**src/rtl/seg7_pkg.sv**
```systemverilog
// Shared constants for the multiplexed BCD counter: nibble/segment widths
// and the 7-segment code table, bit order {g,f,e,d,c,b,a}.
package seg7_pkg;

   localparam int NIB_W = 4;
   localparam int SEG_W = 7;
   localparam logic [NIB_W-1:0] BCD_MAX = 4'd9;

   localparam logic [SEG_W-1:0] SEG_BLANK = 7'h00;
   localparam logic [SEG_W-1:0] SEG_ZERO  = 7'h3F;

   localparam logic [SEG_W-1:0] SEG_LUT [0:9] = '{
      7'h3F, 7'h06, 7'h5B, 7'h4F, 7'h66,
      7'h6D, 7'h7D, 7'h07, 7'h7F, 7'h6F
   };

   function automatic logic [SEG_W-1:0] seg_decode(input logic [NIB_W-1:0] d);
      logic [SEG_W-1:0] s;
      s = SEG_BLANK;
      if (d <= BCD_MAX) s = SEG_LUT[int'(d)];
      return s;
   endfunction

endpackage

```
**src/rtl/bcd_digit.sv**
```systemverilog
// One decimal digit with load, increment and decrement; carry/borrow
// report that this digit rolls over on the current inc/dec.
module bcd_digit
   import seg7_pkg::*;
(
   input  logic             clk,
   input  logic             reset,
   input  logic             inc,
   input  logic             dec,
   input  logic             load,
   input  logic [NIB_W-1:0] ld_val,
   output logic [NIB_W-1:0] value,
   output logic             carry,
   output logic             borrow
);

   logic [NIB_W-1:0] value_q;
   logic [NIB_W-1:0] value_d;

   always_comb begin
      value_d = value_q;
      if (load) begin
         value_d = (ld_val > BCD_MAX) ? BCD_MAX : ld_val;
      end else if (inc) begin
         value_d = (value_q == BCD_MAX) ? '0 : value_q + 4'd1;
      end else if (dec) begin
         value_d = (value_q == '0) ? BCD_MAX : value_q - 4'd1;
      end
   end

   always_ff @(posedge clk) begin
      if (reset) value_q <= '0;
      else       value_q <= value_d;
   end

   assign value  = value_q;
   assign carry  = inc & ~load & (value_q == BCD_MAX);
   assign borrow = dec & ~load & (value_q == '0);

endmodule

```
**src/rtl/mux_seg7_counter.sv**
```systemverilog
// Up/down BCD counter with prescaled count tick and a time-multiplexed
// 7-segment display scan.
module mux_seg7_counter
   import seg7_pkg::*;
#(
   parameter int NUM_DIGITS = 4,
   parameter int TICK_DIV   = 1000,
   parameter int SCAN_DIV   = 8
) (
   input  logic                        clk,
   input  logic                        reset,
   input  logic                        en,
   input  logic                        up_dn,
   input  logic                        load,
   input  logic [NUM_DIGITS*NIB_W-1:0] load_val,
   output logic [NUM_DIGITS*NIB_W-1:0] count,
   output logic                        wrap,
   output logic [SEG_W-1:0]            segments,
   output logic [NUM_DIGITS-1:0]       digit_sel
);

   localparam int CW = NUM_DIGITS * NIB_W;
   localparam int PW = (TICK_DIV > 1) ? $clog2(TICK_DIV) : 1;
   localparam int SW = (SCAN_DIV > 1) ? $clog2(SCAN_DIV) : 1;
   localparam int IW = (NUM_DIGITS > 1) ? $clog2(NUM_DIGITS) : 1;

   localparam logic [PW-1:0] PRE_MAX  = PW'(TICK_DIV - 1);
   localparam logic [SW-1:0] SCAN_MAX = SW'(SCAN_DIV - 1);
   localparam logic [IW-1:0] IDX_MAX  = IW'(NUM_DIGITS - 1);

   logic [PW-1:0]         pre_q, pre_d;
   logic [SW-1:0]         scan_q, scan_d;
   logic [IW-1:0]         idx_q, idx_d;
   logic                  wrap_q, wrap_d;
   logic [NUM_DIGITS-1:0] sel_q, sel_d;
   logic [SEG_W-1:0]      seg_q, seg_d;
   logic [CW-1:0]         cnt;
   logic                  tick;

   // A load overrides any coincident tick so the loaded value is not stepped.
   assign tick = en & ~load & (pre_q == PRE_MAX);

   always_comb begin
      pre_d = pre_q;
      if (load)    pre_d = '0;
      else if (en) pre_d = (pre_q == PRE_MAX) ? '0 : pre_q + PW'(1);
   end

   for (genvar i = 0; i < NUM_DIGITS; i++) begin : g_dig
      logic inc_w, dec_w, cy_w, bw_w;
      if (i == 0) begin : g_lsd
         assign inc_w = tick & up_dn;
         assign dec_w = tick & ~up_dn;
      end else begin : g_chain
         assign inc_w = g_dig[i-1].cy_w;
         assign dec_w = g_dig[i-1].bw_w;
      end
      bcd_digit u_digit (
         .clk    (clk),
         .reset  (reset),
         .inc    (inc_w),
         .dec    (dec_w),
         .load   (load),
         .ld_val (load_val[i*NIB_W +: NIB_W]),
         .value  (cnt[i*NIB_W +: NIB_W]),
         .carry  (cy_w),
         .borrow (bw_w)
      );
   end

   assign wrap_d = g_dig[NUM_DIGITS-1].cy_w | g_dig[NUM_DIGITS-1].bw_w;

   always_comb begin
      scan_d = scan_q + SW'(1);
      idx_d  = idx_q;
      if (scan_q == SCAN_MAX) begin
         scan_d = '0;
         idx_d  = (idx_q == IDX_MAX) ? '0 : idx_q + IW'(1);
      end
   end

   // Select and pattern are captured together so they never disagree.
   always_comb begin
      sel_d = NUM_DIGITS'(1) << idx_q;
      seg_d = seg_decode(cnt[int'(idx_q)*NIB_W +: NIB_W]);
   end

   always_ff @(posedge clk) begin
      if (reset) begin
         pre_q  <= '0;
         scan_q <= '0;
         idx_q  <= '0;
         wrap_q <= 1'b0;
         sel_q  <= NUM_DIGITS'(1);
         seg_q  <= SEG_ZERO;
      end else begin
         pre_q  <= pre_d;
         scan_q <= scan_d;
         idx_q  <= idx_d;
         wrap_q <= wrap_d;
         sel_q  <= sel_d;
         seg_q  <= seg_d;
      end
   end

   assign count     = cnt;
   assign wrap      = wrap_q;
   assign segments  = seg_q;
   assign digit_sel = sel_q;

endmodule
```
**config.mk**
```make
export PLATFORM = sky130hd
export DESIGN_NAME = mux_seg7_counter
export DESIGN_NICKNAME = d
export VERILOG_FILES = /design/src/rtl/seg7_pkg.sv /design/src/rtl/bcd_digit.sv /design/src/rtl/mux_seg7_counter.sv
export SDC_FILE = /design/constraint.sdc
export NUM_CORES = 1
export LEC_CHECK = 0
export CAP_MARGIN = 0
export CORE_MARGIN = 1
export CORE_UTILIZATION = 35
export CTS_BUF_LIST = sky130_fd_sc_hd__clkbuf_4
export CTS_CLUSTER_DIAMETER = 100
export DETAILED_ROUTE_END_ITERATION = 8
export PLACE_DENSITY_LB_ADDON = 0.05
export SLEW_MARGIN = 15
export SYNTH_ARGS = -nofsm -noshare
export SYNTH_HDL_FRONTEND = slang
export SYNTH_HIERARCHICAL = 1
export SYNTH_SLANG_ARGS = --single-unit
```
**constraint.sdc**
```tcl
create_clock -name clk -period 5.9 [get_ports clk]
set_clock_uncertainty 0.15 [all_clocks]
set_input_delay 1.77 -clock clk [delete_from_list [all_inputs] [get_ports clk]]
set_output_delay 1.77 -clock clk [all_outputs]
set_load 0.01 [all_outputs]
```
======== Word-level counts from Yosys, hierarchy flattened ========
Memories as Yosys holds them, arrays and structs flattened.
Cells that the tools add are included.
operators by class
  shift-type cells ........................ 2
  reductions and logical operators ........ 11
  mux-type cells .......................... 29
  bitwise gates (word level) .............. 25
  equality and inequality tests ........... 7
  magnitude comparators ................... 6
  add/subtract/negate cells ............... 11
operators by type and width
  cell                                                                count
  2-to-1 mux 4 bit                                                    24
  greater-or-equal comparator 32 x 5 -> 1 bit, second input constant  1
  NOT 4 -> 32 bit                                                     1
  bitwise AND 1 bit                                                   20
  adder 4 x 1 -> 4 bit, second input constant                         4
  == test 4 bit, second input constant                                4
  greater-than comparator 4 bit, second input constant                4
  zero test 4 bit                                                     4
  indexed part select 16 x 5 -> 4 bit                                 1
  subtractor 4 x 1 -> 4 bit, second input constant                    4
  2-to-1 mux 7 bit                                                    2
  nonzero test 3 bit                                                  4
  adder 10 x 1 -> 10 bit, second input constant                       1
  == test 10 bit, second input constant                               1
  2-to-1 mux 10 bit                                                   1
  2-to-1 mux 6 bit                                                    1
  OR reduction 2 bit                                                  3
  less-or-equal comparator 4 bit, second input constant               1
  left shift 1 x 2 -> 4 bit, first input constant                     1
  adder 3 x 1 -> 3 bit, second input constant                         1
  == test 3 bit, second input constant                                1
  NOT 1 bit                                                           3
  adder 2 x 1 -> 2 bit, second input constant                         1
  == test 2 bit, second input constant                                1
  2 further kinds                                                     2
word-level totals
  register bits after elaboration ......... 43
  output and inout port bits .............. 28
  logic and storage cells ................. 103
  memories ................................ 1
  bits in read-only memories .............. 112
  input port bits ......................... 21
memory list
  name             depth  width  read ports  clocked after Yosys merged registers in  wr ports  line            source
  (no name shown)  16     7      1           0                                        0         seg7_pkg.sv:20  if (d <= BCD_MAX) s = SEG_LUT[int'(d)];

======== Depth between registers and ports, before layout ========
Gate-level depths: netlist of the first run.
  depth in word-level cells ............... 13
  gate-level depth with buffers ........... 18
  mapped depth without buffers ............ 14

======== Cells and area by module ========
The synthesis of the first run kept the hierarchy.
modules (own cells, without submodules)
  module            seq. area each (um^2)  cells each  area an instance (um^2)  instances
  bcd_digit         80.1                   52          426.7                    4
  mux_seg7_counter  540.5                  133         1297.5                   1

======== Worst setup path after synthesis of the first run ========
OpenSTA, ideal clock, no wires.
  path kind ............................... in2reg
  start ................................... input port en
  end ..................................... register g_dig[3].u_digit.value_q[1]
  arrival time ............................ 5.098 ns
  required time ........................... 5.635 ns
  stages on the path ...................... 17
  setup time .............................. 0.115 ns
  setup slack ............................. 0.537 ns
  path through ............................ buf_2 -> nand4_1 -> nor4_1 -> buf_2 -> nand3b_1 -> nor4b_1 -> buf_2 -> nand3b_1 -> nor4b_1 -> buf_2 -> nand3b_1 -> nor4b_1 -> buf_2 -> nor3b_1 -> o21ai_0 -> a31oi_1 -> a2111oi_0
between the ends
  cells in the longest elaborated chain, start to end .. 11
  elaborated cells between the ends (all ways) .. 19
ends and longest elaborated chain
  item                               line                    source
  start, declared                    mux_seg7_counter.sv:12  input logic en,
  bitwise AND 1 bit * (2 in series)  mux_seg7_counter.sv:41  assign tick = en & ~load & (pre_q == PRE_MAX);
  bitwise AND 1 bit *                mux_seg7_counter.sv:52  assign inc_w = tick & up_dn;
  via g_dig[0].inc_w                 mux_seg7_counter.sv:50  logic inc_w, dec_w, cy_w, bw_w;
  bitwise AND 1 bit * (2 in series)  bcd_digit.sv:37         assign carry = inc & ~load & (value_q == BCD_MAX);
  via g_dig[0].cy_w                  mux_seg7_counter.sv:50
  bitwise AND 1 bit * (2 in series)  bcd_digit.sv:37
  via g_dig[1].cy_w                  mux_seg7_counter.sv:50
  bitwise AND 1 bit * (2 in series)  bcd_digit.sv:37
  via g_dig[2].cy_w                  mux_seg7_counter.sv:50
  2-to-1 mux 4 bit                   bcd_digit.sv:24         end else if (inc) begin
  2-to-1 mux 4 bit                   bcd_digit.sv:22         if (load) begin
  end signal, assigned               bcd_digit.sv:33         else value_q <= value_d;
  end, declared                      bcd_digit.sv:17         logic [NIB_W-1:0] value_q;
Mark *: on every way through the listed nets, which the timed path passes. The rest lies on a longest branch.
A chain may end at the register's enable or synchronous reset.

======== Worst setup path after layout of the first run ========
Same ends and word-level chain as after synthesis.

==> impl_metrics.tcl, run 1 <==
set metrics [dict create \
    multiInputGateArea_mm2 0.001929 \
    rsz0062_at_grt "no" \
    internal_power_mw 0.4251 \
    yosys_warnings 6 \
    syn-cell-area_mm2 0.003004 \
    worstHoldPathType "flop to flop" \
    grt_pass1_vias 2362 \
    drc 0 \
    grt_use_total 0.1609 \
    ys.flop_type "dfxtp_1" \
    coreArea_mm2 0.008258 \
    synthArstFlopShare 0 \
    grt_overflow_total 0 \
    tns_ns 0 \
    final_common_cell "clkdlybuf4s50_1" \
    cp.required_ns 5.98 \
    cts_root_buf "clkbuf_4" \
    critPathLaunchType "primary input" \
    min_period_ns 5.112 \
    power_leakage_nw 1.217 \
    h-tree-depth 2 \
    grt_pass1_wl_mm 11.61 \
    via_count 2571 \
    area_delta_synth_final_pct 17.83 \
    fin_area_mm2 0.003540 \
    seqPwrFrac 0.550 \
    grt_start_max_net_pins 56 \
    cts_tree "done" \
    cp_max_fo 6 \
    run_status "finished, final reports clean" \
    synth-edff-count 0 \
    wl_mm 6.781 \
    place_ws_ns 0.1486 \
    synth-seq-area-share 0.2865 \
    ys_seq_elements 43 \
    mostFrequentLayoutCells "clkdlybuf4s50_1 (47), dfxtp_1 (43), nor2_1 (37)" \
    gp_congestion 0.7572 \
    first_pass_iters 4 \
    ios 49 \
    clk_pin_slew_ns 0.13 \
    slew_violations 0 \
    final_layout_size_suffix_gt1_frac 0.1114 \
    synthCells 341 \
    seqCellArea_um2 860.8 \
    dieHeight_um 94.65 \
    setup_viol 0 \
    crit_path_frequent_cell "nand3b_1" \
    first_iter_violations 91 \
    worst_setup_path_end_kind "flop" \
    setup_slack_ns 0.7882 \
    relSlewSlack 0.5750 \
    switching_share 0.3023 \
    die_area_mm2 0.008958 \
    hpwl_mm 4.786 \
    worstPathCellList "clkdlybuf4s50_1, nand4_1, nor4_1, nand3b_1, nor4b_1, nand3b_1, nor4b_2, nand3b_1, nor4b_2, buf_4, nor3b_1, o21ai_0, a31oi_1, a2111oi_0" \
    hold_buffers 0 \
    fin_crit_sh 0.8664 \
    worstPathArrival_ns 5.20 \
    clk_latency_ns 0.35 \
    cts_sinks 43 \
    antenna_found_initial 0 \
    power.density_mw_per_mm2 172.1 \
    clock_path_buffers 2 \
    fillers 861 \
    yosysUniqueCellTypes 44 \
    syn-num-nets 372 \
    power.switching_mw 0.1842 \
    slowest_delay_ns 0.50 \
    critPathTopFamily "simple AND/OR/NAND/NOR gates" \
    critPathKind "primary input to flop" \
    syn_avg_cell_area_um2 8.810 \
    initial_core_util 0.3638 \
    path_buf_inv 2 \
    antenna_cells 0 \
    layout.nets 407 \
    numCtsBuffers 5 \
    rows 33 \
    wl_per_cell_um 14.07 \
    max_freq_mhz 195.6 \
    ant_nets 0 \
    max-cap-violations 0 \
    vias_per_cell 5.334 \
    ir_worst_vdd_mv 0.07869 \
    fp.dieW_um 94.65 \
    dpl_cell_area_mm2 0.003475 \
    power.share.combinational 0.218 \
    clkPwrFrac 0.232 \
    crit_path_top_delay_cell "clkdlybuf4s50_1" \
    tightest_slew_ns 0.6356 \
    port_buffers 48 \
    finalHoldViolCount 0 \
]
[through the flow]
step	hold WS [ns]	util	cells	power (mW)
6_report	0.2829	0.4286	482	0.6093
5_1_grt	0.3122	0.4286	482	0.6528
2_1_floorplan	0.2477	-	341	0.4251
3_5_place_dp	0.2722	0.4208	474	0.4754
4_1_cts	0.2910	0.4271	482	0.6219
3_3_place_gp	0.2686	0.4208	474	0.4759
[sequential cells by signal, summed over array words and instances (netlist names)]
register,flops
segments,7
g_dig.u_digit/value,16
idx_q,2
scan_q,3
pre_q,10
digit_sel,4
wrap,1
[worst reg2reg max path, cell delays in order, from the launching register on]
cell       delay (ns)
dfxtp_1          0.42
ha_1             0.23
and4_1           0.22
nand4_1          0.18
nor4_1           0.38
nand3b_1         0.16
nor4b_1          0.37
nand3b_1         0.17
nor4b_2          0.29
nand3b_1         0.16
nor4b_2          0.35
buf_4            0.20
nor3b_1          0.05
o21ai_0          0.18
a31oi_1          0.10
a2111oi_0        0.36
[kinds of logic (layout without fill, tap and decap cells)]
family          Yosys count  after routing  share of synthesized area
flops                    43             43                     0.2865
fa+ha+maj                10             10                    0.04165
compound gates           68             68                     0.1641
simple gates            151            151                     0.3065
mux                      14             14                    0.06747
xor+xnor                 20             20                    0.05831
buf+inv                  35             71                    0.07539
[routing by layer]
metal	track usage	vias up	share of wire	wire length, um
met5	0	-	0	0
li1	-	1320	-	-
met1	0.2235	1198	0.50	3382
met4	0.04419	0	0.0086	58
met2	0.2626	49	0.46	3142
met3	0.01771	4	0.029	197
[path summary, 6_finish.rpt]
| check | from | end | slack [ns] | depth (start not counted) |
|---|---|---|---|---|
| worst min register to register | scan_q[0]$_SDFF_PP0_ | scan_q[0]$_SDFF_PP0_ | 0.28 | 1 |
| worst max-delay path | en | g_dig[3].u_digit/value[1]$_SDFFE_PP0P_ | 0.79 | 14 |
| worst max register to register | pre_q[0]$_SDFFE_PP0P_ | g_dig[3].u_digit/value[1]$_SDFFE_PP0P_ | 1.83 | 15 |
| worst min-delay path | scan_q[0]$_SDFF_PP0_ | scan_q[0]$_SDFF_PP0_ | 0.28 | 1 |
[power by group through the flow]
| stage | registers [mW] | clock network, mW | logic [mW] |
|---|---|---|---|
| finish | 0.335 | 0.142 | 0.133 |
| global route | 0.339 | 0.165 | 0.149 |
| CTS | 0.335 | 0.152 | 0.134 |
| detailed placement | 0.342 | 0 | 0.133 |
| global placement | 0.342 | 0 | 0.134 |
| floorplan | 0.325 | 0 | 0.100 |
[cells in the mapped netlist (6+ instances only)]
cell,instances,area share
nor3b_1,11,0.027
a2111oi_0,8,0.023
nand3b_1,12,0.030
nor2_1,37,0.046
a31oi_1,8,0.017
nand2b_1,14,0.029
dfxtp_1,43,0.29
ha_1,10,0.042
o21ai_0,20,0.033
nor3_1,10,0.017
mux2i_1,9,0.030
clkbuf_1,6,0.0075
buf_6,9,0.034
a21oi_1,6,0.010
nor4_1,8,0.017
xor2_1,7,0.020
a21o_1,6,0.015
buf_2,10,0.017
inv_1,6,0.0075
xnor2_1,13,0.038
nand2_1,16,0.020
nor2b_1,9,0.019
[final cells by class]
type                    instances  share of cell area
repair buffers                 57              0.1534
inverters                       6            0.006363
clock inverters                 3            0.004242
flip-flops and latches         43              0.2432
multi-input cells             263              0.5451
clock buffers                   5             0.01060
well taps                     105             0.03712
[repair_timing]
| action | 4_1_cts | 5_1_grt |
|---|---|---|
| resized for setup | 0 | 2 |
| endpoints found under the setup margin | 0 | 2 |
| setup buffers | 0 | 0 |
| hold endpoints to repair | 0 | 0 |
Note: power is estimated with default switching activity, not from simulation.
==> run 2: changes to the inputs <==
--- a/config.mk
+++ b/config.mk
@@ -7,7 +7,7 @@
 export LEC_CHECK = 0
 export CAP_MARGIN = 0
 export CORE_MARGIN = 1
-export CORE_UTILIZATION = 35
+export CORE_UTILIZATION = 55
 export CTS_BUF_LIST = sky130_fd_sc_hd__clkbuf_4
 export CTS_CLUSTER_DIAMETER = 100
 export DETAILED_ROUTE_END_ITERATION = 8
==> run 2 against run 1 <==
Against the previous run: non-clock buffer count is 1 lower; largest power group unchanged; clock power rose by 5%; global-route usage is 7.2 points higher; highest routed layer unchanged.
==> impl_metrics.tcl, run 2 (synthesis results as in run 1) <==
set metrics [dict create \
    seqPwrFrac 0.543 \
    final_common_cell "clkdlybuf4s50_1" \
    grt_pass1_wl_mm 11.18 \
    drc 0 \
    critPathLaunchType "primary input" \
    dpl_cell_area_mm2 0.003428 \
    min_period_ns 5.202 \
    hpwl_mm 4.348 \
    cp.required_ns 6.00 \
    initial_core_util 0.5808 \
    clk_pin_slew_ns 0.14 \
    wl_mm 6.287 \
    max_freq_mhz 192.2 \
    ant_nets 0 \
    die_area_mm2 0.005762 \
    cts_resized 0 \
    slew_violations 0 \
    switching_share 0.2989 \
    mostFrequentLayoutCells "clkdlybuf4s50_1 (48), dfxtp_1 (43), nor2_1 (37)" \
    ios 49 \
    final_layout_size_suffix_gt1_frac 0.1064 \
    finalHoldViolCount 0 \
    fillers 454 \
    clk_latency_ns 0.36 \
    first_iter_violations 92 \
    coreArea_mm2 0.005172 \
    fin_area_mm2 0.003486 \
    cts_tree "done" \
    worstPathCellList "clkdlybuf4s50_1, nand4_1, nor4_1, nand3b_1, nor4b_1, nand3b_1, nor4b_1, nand3b_1, nor4b_1, buf_4, and4bb_2, a31oi_1, a31oi_1, a2111oi_0" \
    grt_pass1_vias 2401 \
    slowest_delay_ns 0.49 \
    largest_reg_flops 16 \
    internal_power_mw 0.4324 \
    numCtsBuffers 5 \
    grt_start_max_net_pins 56 \
    dieHeight_um 75.91 \
    first_pass_iters 5 \
    antenna_cells 0 \
    cts_root_buf "clkbuf_4" \
    gp_congestion 0.8154 \
    vias_per_cell 5.825 \
    worstHoldPathType "flop to flop" \
    antenna_found_initial 0 \
    clock_path_buffers 2 \
    multiInputGateArea_mm2 0.001917 \
    fin_hold_ws_ns 0.2833 \
    layout.cells.non_filler 446 \
    worst_setup_path_end_kind "flop" \
    worstPathArrival_ns 5.30 \
    setup_viol 0 \
    layout.nets 406 \
    power.share.combinational 0.216 \
    critPathKind "primary input to flop" \
    via_count 2598 \
    cp_max_fo 12 \
    relSlewSlack 0.5813 \
    max-cap-violations 0 \
    tightest_slew_ns 0.6261 \
    power.density_mw_per_mm2 176.9 \
    cts_sinks 43 \
    rows 26 \
    fp.dieW_um 75.91 \
    wl_per_cell_um 14.10 \
    fin_crit_sh 0.8817 \
    power_leakage_nw 1.216 \
    run_status "finished, final reports clean" \
    rsz0062_at_grt "no" \
    crit_path_top_delay_cell "clkdlybuf4s50_1" \
    power.switching_mw 0.1844 \
    seqCellArea_um2 860.8 \
    hold_buffers 0 \
    area_delta_synth_final_pct 16.03 \
    total_power_mw 0.6168 \
    grt_overflow_total 0 \
    clkPwrFrac 0.241 \
    post_cts_buffers 0 \
    ir_worst_vdd_mv 0.09434 \
    port_buffers 48 \
    h-tree-depth 2 \
    grt_use_total 0.2327 \
    dp.cells 438 \
    tns_ns 0 \
]
-- run 2: cell count changes in the layout (fill, tap and decap cells not counted), sizes merged --
cell,change
clkdlybuf4s50,+1
buf,-2
clkbuf,+1
clkinv,-1
-- run 2: final cells by class --
type | instances | area share
repair buffers | 56 | 0.1551
multi-input cells | 263 | 0.5499
clock buffers | 6 | 0.01292
flip-flops and latches | 43 | 0.2469
inverters | 6 | 0.006461
clock inverters | 2 | 0.003589
well taps | 70 | 0.02513
-- run 2: power groups by stage --
stage | Sequential, mW | Combinational [mW] | Clock, mW
after floorplan | 0.325 | 0.100 | 0
after global placement | 0.341 | 0.131 | 0
after detailed placement | 0.341 | 0.133 | 0
after CTS | 0.335 | 0.134 | 0.154
after global routing | 0.338 | 0.147 | 0.166
final | 0.335 | 0.133 | 0.149
-- run 2: metrics by stage --
stage | utilization | setup slack [ns]
6_report | 0.6739 | 0.6981
5_1_grt | 0.6739 | 0.1946
4_1_cts | 0.6739 | 0.7103
3_5_place_dp | 0.6628 | 0.3555
3_3_place_gp | 0.6628 | 0.4343
2_1_floorplan | - | 0.5372
-- run 2: routing by layer --
| layer | global-route usage | share of wire | up-vias |
|---|---|---|---|
| li1 | - | - | 1320 |
| met1 | 0.3115 | 0.49 | 1205 |
| met5 | 0 | 0 | - |
| met4 | 0.07885 | 0.013 | 0 |
| met3 | 0.04578 | 0.045 | 8 |
| met2 | 0.3745 | 0.46 | 65 |
-- run 2: final timing paths --
kind                                       startpoint                                      to  slack (ns)  cells after the start
worst max-delay path                               en  g_dig[3].u_digit/value[1]$_SDFFE_PP0P_        0.70                     14
worst min register to register   scan_q[0]$_SDFF_PP0_                    scan_q[0]$_SDFF_PP0_        0.28                      1
worst max register to register  pre_q[0]$_SDFFE_PP0P_  g_dig[3].u_digit/value[1]$_SDFFE_PP0P_        1.73                     15
worst min-delay path             scan_q[0]$_SDFF_PP0_                    scan_q[0]$_SDFF_PP0_        0.28                      1
-- run 2: critical path: cells and delay by family --
family,cells,cell delay [ns]
AND/OR/NAND/NOR,9,2.26
AO/OA/AOI/OAI,3,0.56
buffers and inverters,2,0.71
